$ cat src/rtl/alu_issue_stage_pkg.sv
// Shared definitions for the ALU issue stage: datapath widths, forward-source
// encoding and the buffered instruction entry layout.
package alu_issue_stage_pkg;

  localparam int unsigned RvWordWidth    = 32;
  localparam int unsigned RvAluCtlWidth  = 4;
  localparam int unsigned RvRegAddrWidth = 5;

  typedef enum logic [1:0] {
    FwdNone = 2'd0,
    FwdExm  = 2'd1,
    FwdMwb  = 2'd2
  } fwd_sel_e;

  typedef struct packed {
    logic                      valid;
    logic [RvRegAddrWidth-1:0] rs1;
    logic [RvRegAddrWidth-1:0] rs2;
    logic [RvWordWidth-1:0]    op1;
    logic [RvWordWidth-1:0]    op2;
    logic [RvWordWidth-1:0]    imm;
    logic [RvWordWidth-1:0]    pc;
    logic                      use_imm;
    logic                      use_pc;
    logic [RvAluCtlWidth-1:0]  ctl;
    logic [RvRegAddrWidth-1:0] rd_addr;
    logic                      rd_we;
  } issue_entry_t;

endpackage

$ cat src/rtl/fwd_select.sv
// Priority forward match for one source tag: EX/MEM beats MEM/WB, x0 never hits.
// value carries the winning source result and is only meaningful when hit is set.
module fwd_select
  import alu_issue_stage_pkg::*;
#(
  parameter int unsigned WIDTH      = RvWordWidth,
  parameter int unsigned ADDR_WIDTH = RvRegAddrWidth
) (
  input  logic [ADDR_WIDTH-1:0] tag,
  input  logic                  exm_valid,
  input  logic                  exm_rd_we,
  input  logic [ADDR_WIDTH-1:0] exm_rd_addr,
  input  logic [WIDTH-1:0]      exm_result,
  input  logic                  mwb_valid,
  input  logic                  mwb_rd_we,
  input  logic [ADDR_WIDTH-1:0] mwb_rd_addr,
  input  logic [WIDTH-1:0]      mwb_result,
  output logic [WIDTH-1:0]      value,
  output logic                  hit
);

  fwd_sel_e sel;

  always_comb begin
    sel = FwdNone;
    if (tag != '0) begin
      if (exm_valid && exm_rd_we && (exm_rd_addr == tag)) begin
        sel = FwdExm;
      end else if (mwb_valid && mwb_rd_we && (mwb_rd_addr == tag)) begin
        sel = FwdMwb;
      end
    end
  end

  always_comb begin
    value = '0;
    unique case (sel)
      FwdExm:  value = exm_result;
      FwdMwb:  value = mwb_result;
      default: value = '0;
    endcase
  end

  assign hit = (sel != FwdNone);

endmodule

$ cat src/rtl/alu_issue_stage.sv
// ID/EX issue stage feeding the ALU: main + skid entry buffer with a registered
// in_ready, operand forwarding at capture and continuous snooping while buffered.
module alu_issue_stage
  import alu_issue_stage_pkg::*;
#(
  parameter int unsigned WORD_WIDTH     = RvWordWidth,
  parameter int unsigned REG_ADDR_WIDTH = RvRegAddrWidth,
  parameter int unsigned CTL_WIDTH      = RvAluCtlWidth
) (
  input  logic                      clk,
  input  logic                      rst,
  input  logic                      flush,

  input  logic                      in_valid,
  output logic                      in_ready,
  input  logic [REG_ADDR_WIDTH-1:0] in_rs1_addr,
  input  logic [REG_ADDR_WIDTH-1:0] in_rs2_addr,
  input  logic [WORD_WIDTH-1:0]     in_rs1_data,
  input  logic [WORD_WIDTH-1:0]     in_rs2_data,
  input  logic [WORD_WIDTH-1:0]     in_imm,
  input  logic [WORD_WIDTH-1:0]     in_pc,
  input  logic                      in_use_imm,
  input  logic                      in_use_pc,
  input  logic [CTL_WIDTH-1:0]      in_ctl,
  input  logic [REG_ADDR_WIDTH-1:0] in_rd_addr,
  input  logic                      in_rd_we,

  input  logic                      exm_valid,
  input  logic                      exm_rd_we,
  input  logic [REG_ADDR_WIDTH-1:0] exm_rd_addr,
  input  logic [WORD_WIDTH-1:0]     exm_result,
  input  logic                      mwb_valid,
  input  logic                      mwb_rd_we,
  input  logic [REG_ADDR_WIDTH-1:0] mwb_rd_addr,
  input  logic [WORD_WIDTH-1:0]     mwb_result,

  output logic                      out_valid,
  input  logic                      out_ready,
  output logic [WORD_WIDTH-1:0]     out_a,
  output logic [WORD_WIDTH-1:0]     out_b,
  output logic [CTL_WIDTH-1:0]      out_ctl,
  output logic [WORD_WIDTH-1:0]     out_store_data,
  output logic [REG_ADDR_WIDTH-1:0] out_rd_addr,
  output logic                      out_rd_we
);

  // Forward lookups: 0/1 capture rs1/rs2, 2/3 main op1/op2, 4/5 skid op1/op2.
  localparam int unsigned NumFwd = 6;

  issue_entry_t main_q, main_d, skid_q, skid_d;
  issue_entry_t main_s, skid_s, cap;
  logic         in_ready_q, in_ready_d;
  logic         accept, xfer;

  logic [REG_ADDR_WIDTH-1:0] fwd_tag [NumFwd];
  logic [WORD_WIDTH-1:0]     fwd_val [NumFwd];
  logic                      fwd_hit [NumFwd];

  assign fwd_tag[0] = in_rs1_addr;
  assign fwd_tag[1] = in_rs2_addr;
  assign fwd_tag[2] = main_q.rs1;
  assign fwd_tag[3] = main_q.rs2;
  assign fwd_tag[4] = skid_q.rs1;
  assign fwd_tag[5] = skid_q.rs2;

  for (genvar i = 0; i < NumFwd; i++) begin : gen_fwd
    fwd_select #(
      .WIDTH      (WORD_WIDTH),
      .ADDR_WIDTH (REG_ADDR_WIDTH)
    ) u_fwd (
      .tag         (fwd_tag[i]),
      .exm_valid   (exm_valid),
      .exm_rd_we   (exm_rd_we),
      .exm_rd_addr (exm_rd_addr),
      .exm_result  (exm_result),
      .mwb_valid   (mwb_valid),
      .mwb_rd_we   (mwb_rd_we),
      .mwb_rd_addr (mwb_rd_addr),
      .mwb_result  (mwb_result),
      .value       (fwd_val[i]),
      .hit         (fwd_hit[i])
    );
  end

  assign accept = in_valid & in_ready;
  assign xfer   = main_q.valid & out_ready;

  always_comb begin
    cap         = '0;
    cap.valid   = 1'b1;
    cap.rs1     = in_rs1_addr;
    cap.rs2     = in_rs2_addr;
    cap.op1     = fwd_hit[0] ? fwd_val[0] : in_rs1_data;
    cap.op2     = fwd_hit[1] ? fwd_val[1] : in_rs2_data;
    cap.imm     = in_imm;
    cap.pc      = in_pc;
    cap.use_imm = in_use_imm;
    cap.use_pc  = in_use_pc;
    cap.ctl     = in_ctl;
    cap.rd_addr = in_rd_addr;
    cap.rd_we   = in_rd_we;
  end

  // Snooped views keep buffered operands current with in-flight results.
  always_comb begin
    main_s = main_q;
    skid_s = skid_q;
    if (main_q.valid && fwd_hit[2]) main_s.op1 = fwd_val[2];
    if (main_q.valid && fwd_hit[3]) main_s.op2 = fwd_val[3];
    if (skid_q.valid && fwd_hit[4]) skid_s.op1 = fwd_val[4];
    if (skid_q.valid && fwd_hit[5]) skid_s.op2 = fwd_val[5];
  end

  always_comb begin
    main_d = main_s;
    skid_d = skid_s;
    if (flush) begin
      main_d.valid = 1'b0;
      skid_d.valid = 1'b0;
    end else if (!main_q.valid || xfer) begin
      if (skid_q.valid) begin
        main_d = skid_s;
        if (accept) begin
          skid_d = cap;
        end else begin
          skid_d.valid = 1'b0;
        end
      end else if (accept) begin
        main_d = cap;
      end else begin
        main_d.valid = 1'b0;
      end
    end else if (accept) begin
      skid_d = cap;
    end
    in_ready_d = ~skid_d.valid;
  end

  always_ff @(posedge clk) begin
    if (rst) begin
      main_q     <= '0;
      skid_q     <= '0;
      in_ready_q <= 1'b1;
    end else begin
      main_q     <= main_d;
      skid_q     <= skid_d;
      in_ready_q <= in_ready_d;
    end
  end

  // Held low during reset so decode never hands over an instruction that would be dropped.
  assign in_ready       = in_ready_q & ~rst;

  assign out_valid      = main_q.valid;
  assign out_a          = main_q.use_pc ? main_q.pc : main_q.op1;
  assign out_b          = main_q.use_imm ? main_q.imm : main_q.op2;
  assign out_ctl        = main_q.ctl;
  assign out_store_data = main_q.op2;
  assign out_rd_addr    = main_q.rd_addr;
  assign out_rd_we      = main_q.rd_we;

endmodule

$ cat config.mk
export PLATFORM = sky130hd
export DESIGN_NAME = alu_issue_stage
export DESIGN_NICKNAME = d
export VERILOG_FILES = /design/src/rtl/alu_issue_stage_pkg.sv /design/src/rtl/fwd_select.sv /design/src/rtl/alu_issue_stage.sv
export SDC_FILE = /design/constraint.sdc
export NUM_CORES = 1
export LEC_CHECK = 0
export ABC_CLOCK_PERIOD_IN_PS = 5900
export BUFFER_PORTS_ARGS = -buffer_cell sky130_fd_sc_hd__clkbuf_2
export CAP_MARGIN = 20
export CORE_MARGIN = 2
export CORE_UTILIZATION = 55
export DETAILED_ROUTE_END_ITERATION = 12
export GPL_TIMING_DRIVEN = 0
export PLACE_DENSITY = 0.8
export SKIP_CTS_REPAIR_TIMING = 1
export SLEW_MARGIN = 25
export SYNTH_ARGS = -nofsm -noshare
export SYNTH_HDL_FRONTEND = slang
export SYNTH_SLANG_ARGS = --single-unit
$ cat constraint.sdc
create_clock -name clk -period 5.9 [get_ports clk]
set_input_delay 0.885 -clock clk [delete_from_list [all_inputs] [get_ports clk]]
set_output_delay 0.885 -clock clk [all_outputs]
set_load 0.02 [all_outputs]
Word-level counts from Yosys, hierarchy flattened. Cells that the tools add are included.

Bits in registers: 303.

Equality and inequality tests: 25. Multiplexer cells: 43. Bitwise operators: 6. Reduce and logical (&&, ||, !) cells: 36.

Operator list (count): 151-bit 2-to-1 mux (4); 140-bit 2-to-1 mux (3); 32-bit one-hot mux with 2 select lines (6); 150-bit 2-to-1 mux (2); 32-bit 2-to-1 mux (8); 5-bit == test (12); 2-bit 2-to-1 mux (18); 5-bit nonzero test (6); 1-bit logical AND (18); 2-bit nonzero test (7); 2-bit by 1-bit == test with 1-bit output (second input constant) (6); 2-bit == test (second input constant) (6); 3-bit AND reduction (2); 1-bit AND (3); 1-bit NOT (3); 1-bit 2-to-1 mux (2); 2-bit != test (second input constant) (1); 2-bit OR reduction (1); 1-bit logical NOT (1); 1-bit logical OR (1).

Depth between registers and ports, before layout.
Depth in word-level cells: 13. Mapped depth: 13. Mapped depth without buffers: 9.

Hierarchy. A second synthesis with hierarchy kept.

Cells, all modules: 2337. Area total of the unflattened synthesis: 19334.8 µm².

By module, submodules not included: alu_issue_stage (times used 1, cells an instance 1749, area each 15333.5 µm²); fwd_select (times used 6, cells an instance 98, area each 666.9 µm²).

Least setup slack after synthesis. No wires, ideal clock.

Kind: input to register. Start: in mwb_rd_addr[3]. End: reg main_q[109] in the netlist's numbering. Library setup time: 88 ps. Data arrival time: 3426 ps. Required time: 5812 ps. Path slack: 2386 ps. Cell stages on the path: 9. Path through: clkbuf_1 > xor2_1 > a2111o_1 > or4_1 > ha_1 > nor3b_1 > clkbuf_1 > a221oi_1 > nor4_2.

Word-level cells in the longest chain between the ends: 12.

RTL lines: start: declaration (line alu_issue_stage.sv:34) `input logic [REG_ADDR_WIDTH-1:0] mwb_rd_addr,`; 5-bit == test (line fwd_select.sv:29) `end else if (mwb_valid && mwb_rd_we && (mwb_rd_addr == tag)) begin`; 1-bit logical AND (line fwd_select.sv:29); 2-bit 2-to-1 mux (line fwd_select.sv:29); 2-bit 2-to-1 mux (line fwd_select.sv:27) `if (exm_valid && exm_rd_we && (exm_rd_addr == tag)) begin`; 2-bit 2-to-1 mux (line fwd_select.sv:26) `if (tag != '0) begin`; 2-bit == test, or another cell as far along (line fwd_select.sv:37) `unique case (sel)`; 32-bit one-hot mux with 2 select lines or 1-bit logical AND (tied branches) (line fwd_select.sv:37, alu_issue_stage.sv:108); 32-bit 2-to-1 mux, on equally long branches (line alu_issue_stage.sv:108, alu_issue_stage.sv:93); 150-bit 2-to-1 mux (line alu_issue_stage.sv:128) `end else if (accept) begin`; 151-bit 2-to-1 mux (line alu_issue_stage.sv:121) `if (skid_q.valid) begin`; 140-bit 2-to-1 mux (line alu_issue_stage.sv:120) `end else if (!main_q.valid || xfer) begin`; 140-bit 2-to-1 mux * (line alu_issue_stage.sv:117) `if (flush) begin`; end signal: assignment (line alu_issue_stage.sv:145) `main_q <= main_d;`; end: declaration (line alu_issue_stage.sv:50) `issue_entry_t main_q, main_d, skid_q, skid_d;`.

Mark *: on every way between the ends. The rest lies on a longest branch, timed or not. The select of a mux whose other input is x is not followed. A chain may end at the register's enable or synchronous reset.

Worst setup path in the final report.
Start: in mwb_rd_addr[0]. End: reg main_q[112] in the netlist's numbering.

Same word-level chain as after synthesis.

==> impl_metrics.csv <==
group,metric,value,unit
status,outcome,"finished clean",
logic_synthesis,async_flop_share,0,%
sta,relSlewSlack,32.3,%
clocking,clk_pin_slew,0.06,ns
setup_path,crit_buf_inv,3,
logic_synthesis,synth-xor-area-share,2.57,%
detailed_routing,viasPerCell,6.73,
floorplanning,die_h,182,um
detailed_routing,wl,73.7,mm
sta,max_freq,243,MHz
sta,worstMarginPinSlew,1.01,ns
floorplanning,die_w,182,um
pwr,pwr-share-comb,14.1,%
logic_synthesis,synth_area_per_cell,8.04,um2
logic_synthesis,synth_top_family_by_area,"compound AO/OA/AOI/OAI gates",
setup_path,startpoint,"mwb_rd_addr[0]",
flow_run,cap_violations,0,
logic_synthesis,synth_simple_gate_area_share,20.6,%
floorplanning,core_area,31300,um2
pwr,seqPwrFrac,42.4,%
setup_path,crit_type,"input port to register",
detailed_routing,wl_per_cell,24.9,um
sta,fin_crit_sh,69.7,%
logic_synthesis,ys_top_cells_by_area,"dfxtp_1 (35%), a211oi_1 (7.5%), nor2_1 (6.2%)",
floorplanning,start_util,55.5,%
setup_path,cpLargestDelayFamily,"simple AND/OR/NAND/NOR gates",
floorplanning,ios,341,
clocking,clock_sinks,303,
global_routing,grt_usage,42.8,%
sta,fin_crit,4.11,ns
floorplanning,die_area,33100,um2
logic_synthesis,synth_cells,2162,
cells_and_area,layout-drive-gt1-share,23.6,%
pwr,switchingPower,1.41,mW
sta,finClkSkew,0.0143,ns
setup_path,end_kind,"register",
detailed_routing,drc,0,
detailed_routing,vias,19883,
sta,setup_slack,1.79,ns
place,dp_slack,1.48,ns
floorplanning,fp-row-count,65,
detailed_routing,antenna_left,0,
sta,setup_viol,0,
setup_path,cpMaxStageDelayCell,"or4_1",
logic_synthesis,ys_seq_area_share,34.9,%
cells_and_area,area_delta_synth_final,19.0,%
logic_synthesis,synth_top_area_share,34.9,%
clocking,htreeDepth,2,
sta,rsz0062_at_grt,"no",
setup_path,start_kind,"input port",
logic_synthesis,synth_seq_cells,303,
pwr,pwr-share-clk,43.5,%
clocking,cts_buffer_depth,3,
logic_synthesis,synth.distinct_cells,50,
hold_path,min_from,"skid_q[23]",
logic_synthesis,synth_ff_type,"dfxtp_1",
logic_synthesis,synth_fa_ha_area_share,1.30,%
setup_path,cp_cell_sequence,"clkbuf_1 -> o22ai_1 -> or2_2 -> or4_1 -> ha_1 -> clkbuf_1 -> or2_2 -> clkbuf_1 -> o21ai_0 -> nor2_1 -> nor4_2",
setup_path,critPathMostFrequentCell,"clkbuf_1",
setup_path,path_depth,11,
logic_synthesis,synth_area,17400,um2
hold_path,hold_class,"register to register",
logic_synthesis,synth-compound-area-share,28.0,%
pwr,p_leak,7.73,nW
detailed_routing,drtIter0Drc,2513,
pwr,power_switching_share,27.6,%
sta,maxSlewViolCount,0,
detailed_routing,dr.pass1.iters,6,
setup_path,cp_slowest_stage_delay,0.64,ns
sta,whs,0.453,ns
hold_path,hold_depth,2,
clocking,insertion_delay,0.54,ns
logic_synthesis,yosysTopAreaCell,"dfxtp_1",
sta,finalHoldViolCount,0,
global_routing,antenna_found_initial,5,
global_routing,grt_pass1_vias,18768,
setup_path,cp.required,6.34,ns
cells_and_area,nNetsFinal,2778,
place,io_buffer_count,328,
clocking,root_buffer,"clkbuf_16",
logic_synthesis,synth_fp_nets,2413,
logic_synthesis,yosys_warnings,0,
pwr,p_int,3.71,mW
logic_synthesis,synth_edf_count,0,
global_routing,globalRouteOverflowTotal,0,
setup_path,cp.arrival,4.55,ns
place,hpwlAfterDp,54.7,mm
clocking,numCtsBuffers,35,
sta,final.setup.tns,0,ns
setup_path,r2r_cells,9,
pwr,power.density,247,nW/um2
pwr,power,5.12,mW
setup_path,worst_r2r_startpoint,"fwd_tag[16]",
global_routing,grt_max_degree,13,
place,gp_congestion,1.06,
global_routing,grt_pass1_wl,109,mm
clocking,cts_tree,"done",
logic_synthesis,synthMuxAreaShare,5.18,%
setup_path,critPathMaxFanout,10,
pwr,ir_drop,0.210,mV
## power groups by stage
| stage | clock [mW] | combinational [mW] | sequential (mW) |
|---|---|---|---|
| after detailed placement | 0 | 0.696 | 2.21 |
| after floorplan | 0 | 0.400 | 2.18 |
| after CTS | 2.22 | 0.699 | 2.17 |
| after global placement | 0 | 0.684 | 2.21 |
| after global routing | 2.29 | 0.758 | 2.17 |
| final | 2.22 | 0.724 | 2.17 |
## worst min-delay path, stage by stage (launching register included)
cell	delay (ns)
dfxtp_1	0.31
nand2_1	0.05
a21oi_1	0.05
## flip-flops by register name (all words and copies together) (netlist names)
signal / flops
main_q: 98
skid_q: 141
fwd_tag: 20
out_rd_we: 1
in_ready_q: 1
out_rd_addr: 5
out_store_data: 32
out_ctl: 4
out_valid: 1
## per-stage QoR
step	instances	instance area (um2)	utilization [%]
3_5_place_dp	2892	19500	62.4
5_1_grt	2954	20700	66.1
6_report	2955	20700	66.1
3_3_place_gp	2892	19500	62.4
4_1_cts	2952	20700	66.1
2_1_floorplan	2162	17400	-
## final timing paths
path,slack (ns),endpoint
max,1.79,main_q[112]
min,0.45,skid_q[23]
max reg2reg,2.19,main_q[134]
min reg2reg,0.45,skid_q[23]
## cell families after synthesis
logic type | Yosys count
xor gates and xnor gates | 51
AOI/OAI and AO/OA | 673
adders and majority gates | 18
DFF | 303
muxes | 82
buffers and inverters | 276
and+or+nand+nor | 759
## placed cells by master (no fill, tap or decap), drive strengths merged, types with 3 or more instances in the layout
cell	Yosys	layout
xor2	19	19
or3	4	4
dfxtp	303	303
or2	4	4
mux2	64	64
or4	9	9
mux2i	18	18
inv	9	9
a221oi	106	106
xnor2	32	32
a22o	64	64
ha	18	18
a22oi	129	129
nor2	287	287
nand2	242	242
nand3	5	5
a21oi	92	92
nand4	8	8
nor3	113	113
o21ai	67	67
clkinv	0	6
o22ai	28	28
a211oi	175	175
nor4	70	70
nand2b	5	5
and2	3	3
buf	104	104
o21a	3	3
diode	0	3
clkbuf	163	543
## area by class of cell
class,instances,area (um2)
Timing Repair Buffer,328,1640
Sequential cell,303,6070
Multi-Input combinational cell,1583,10000
Inverter,9,33.8
Clock buffer,52,1060
Fill cell,2742,10600
Clock inverter,8,90.1
Antenna cell,3,7.51
Buffer,267,1280
Tap cell,402,503
## synthesized netlist by cell type (42+ instances only)
master and number:
a221oi_1 106, a22oi_1 129, nand2_1 242, a21oi_1 92
nor2_1 287, o21ai_0 67, dfxtp_1 303, nor3_1 113
nor4_2 42, a22o_1 64, a211oi_1 173, buf_4 50
clkbuf_1 162, buf_2 50, mux2_2 64
## metal layers
metal	GRT usage, %	vias up	share of wire (%)
met4	27.5	2	7.5
met3	11.9	389	13
met2	65.4	1569	42
met1	53.1	9190	37
li1	-	8733	-
met5	0	-	0.023
Power figures use the tool's default switching activity.
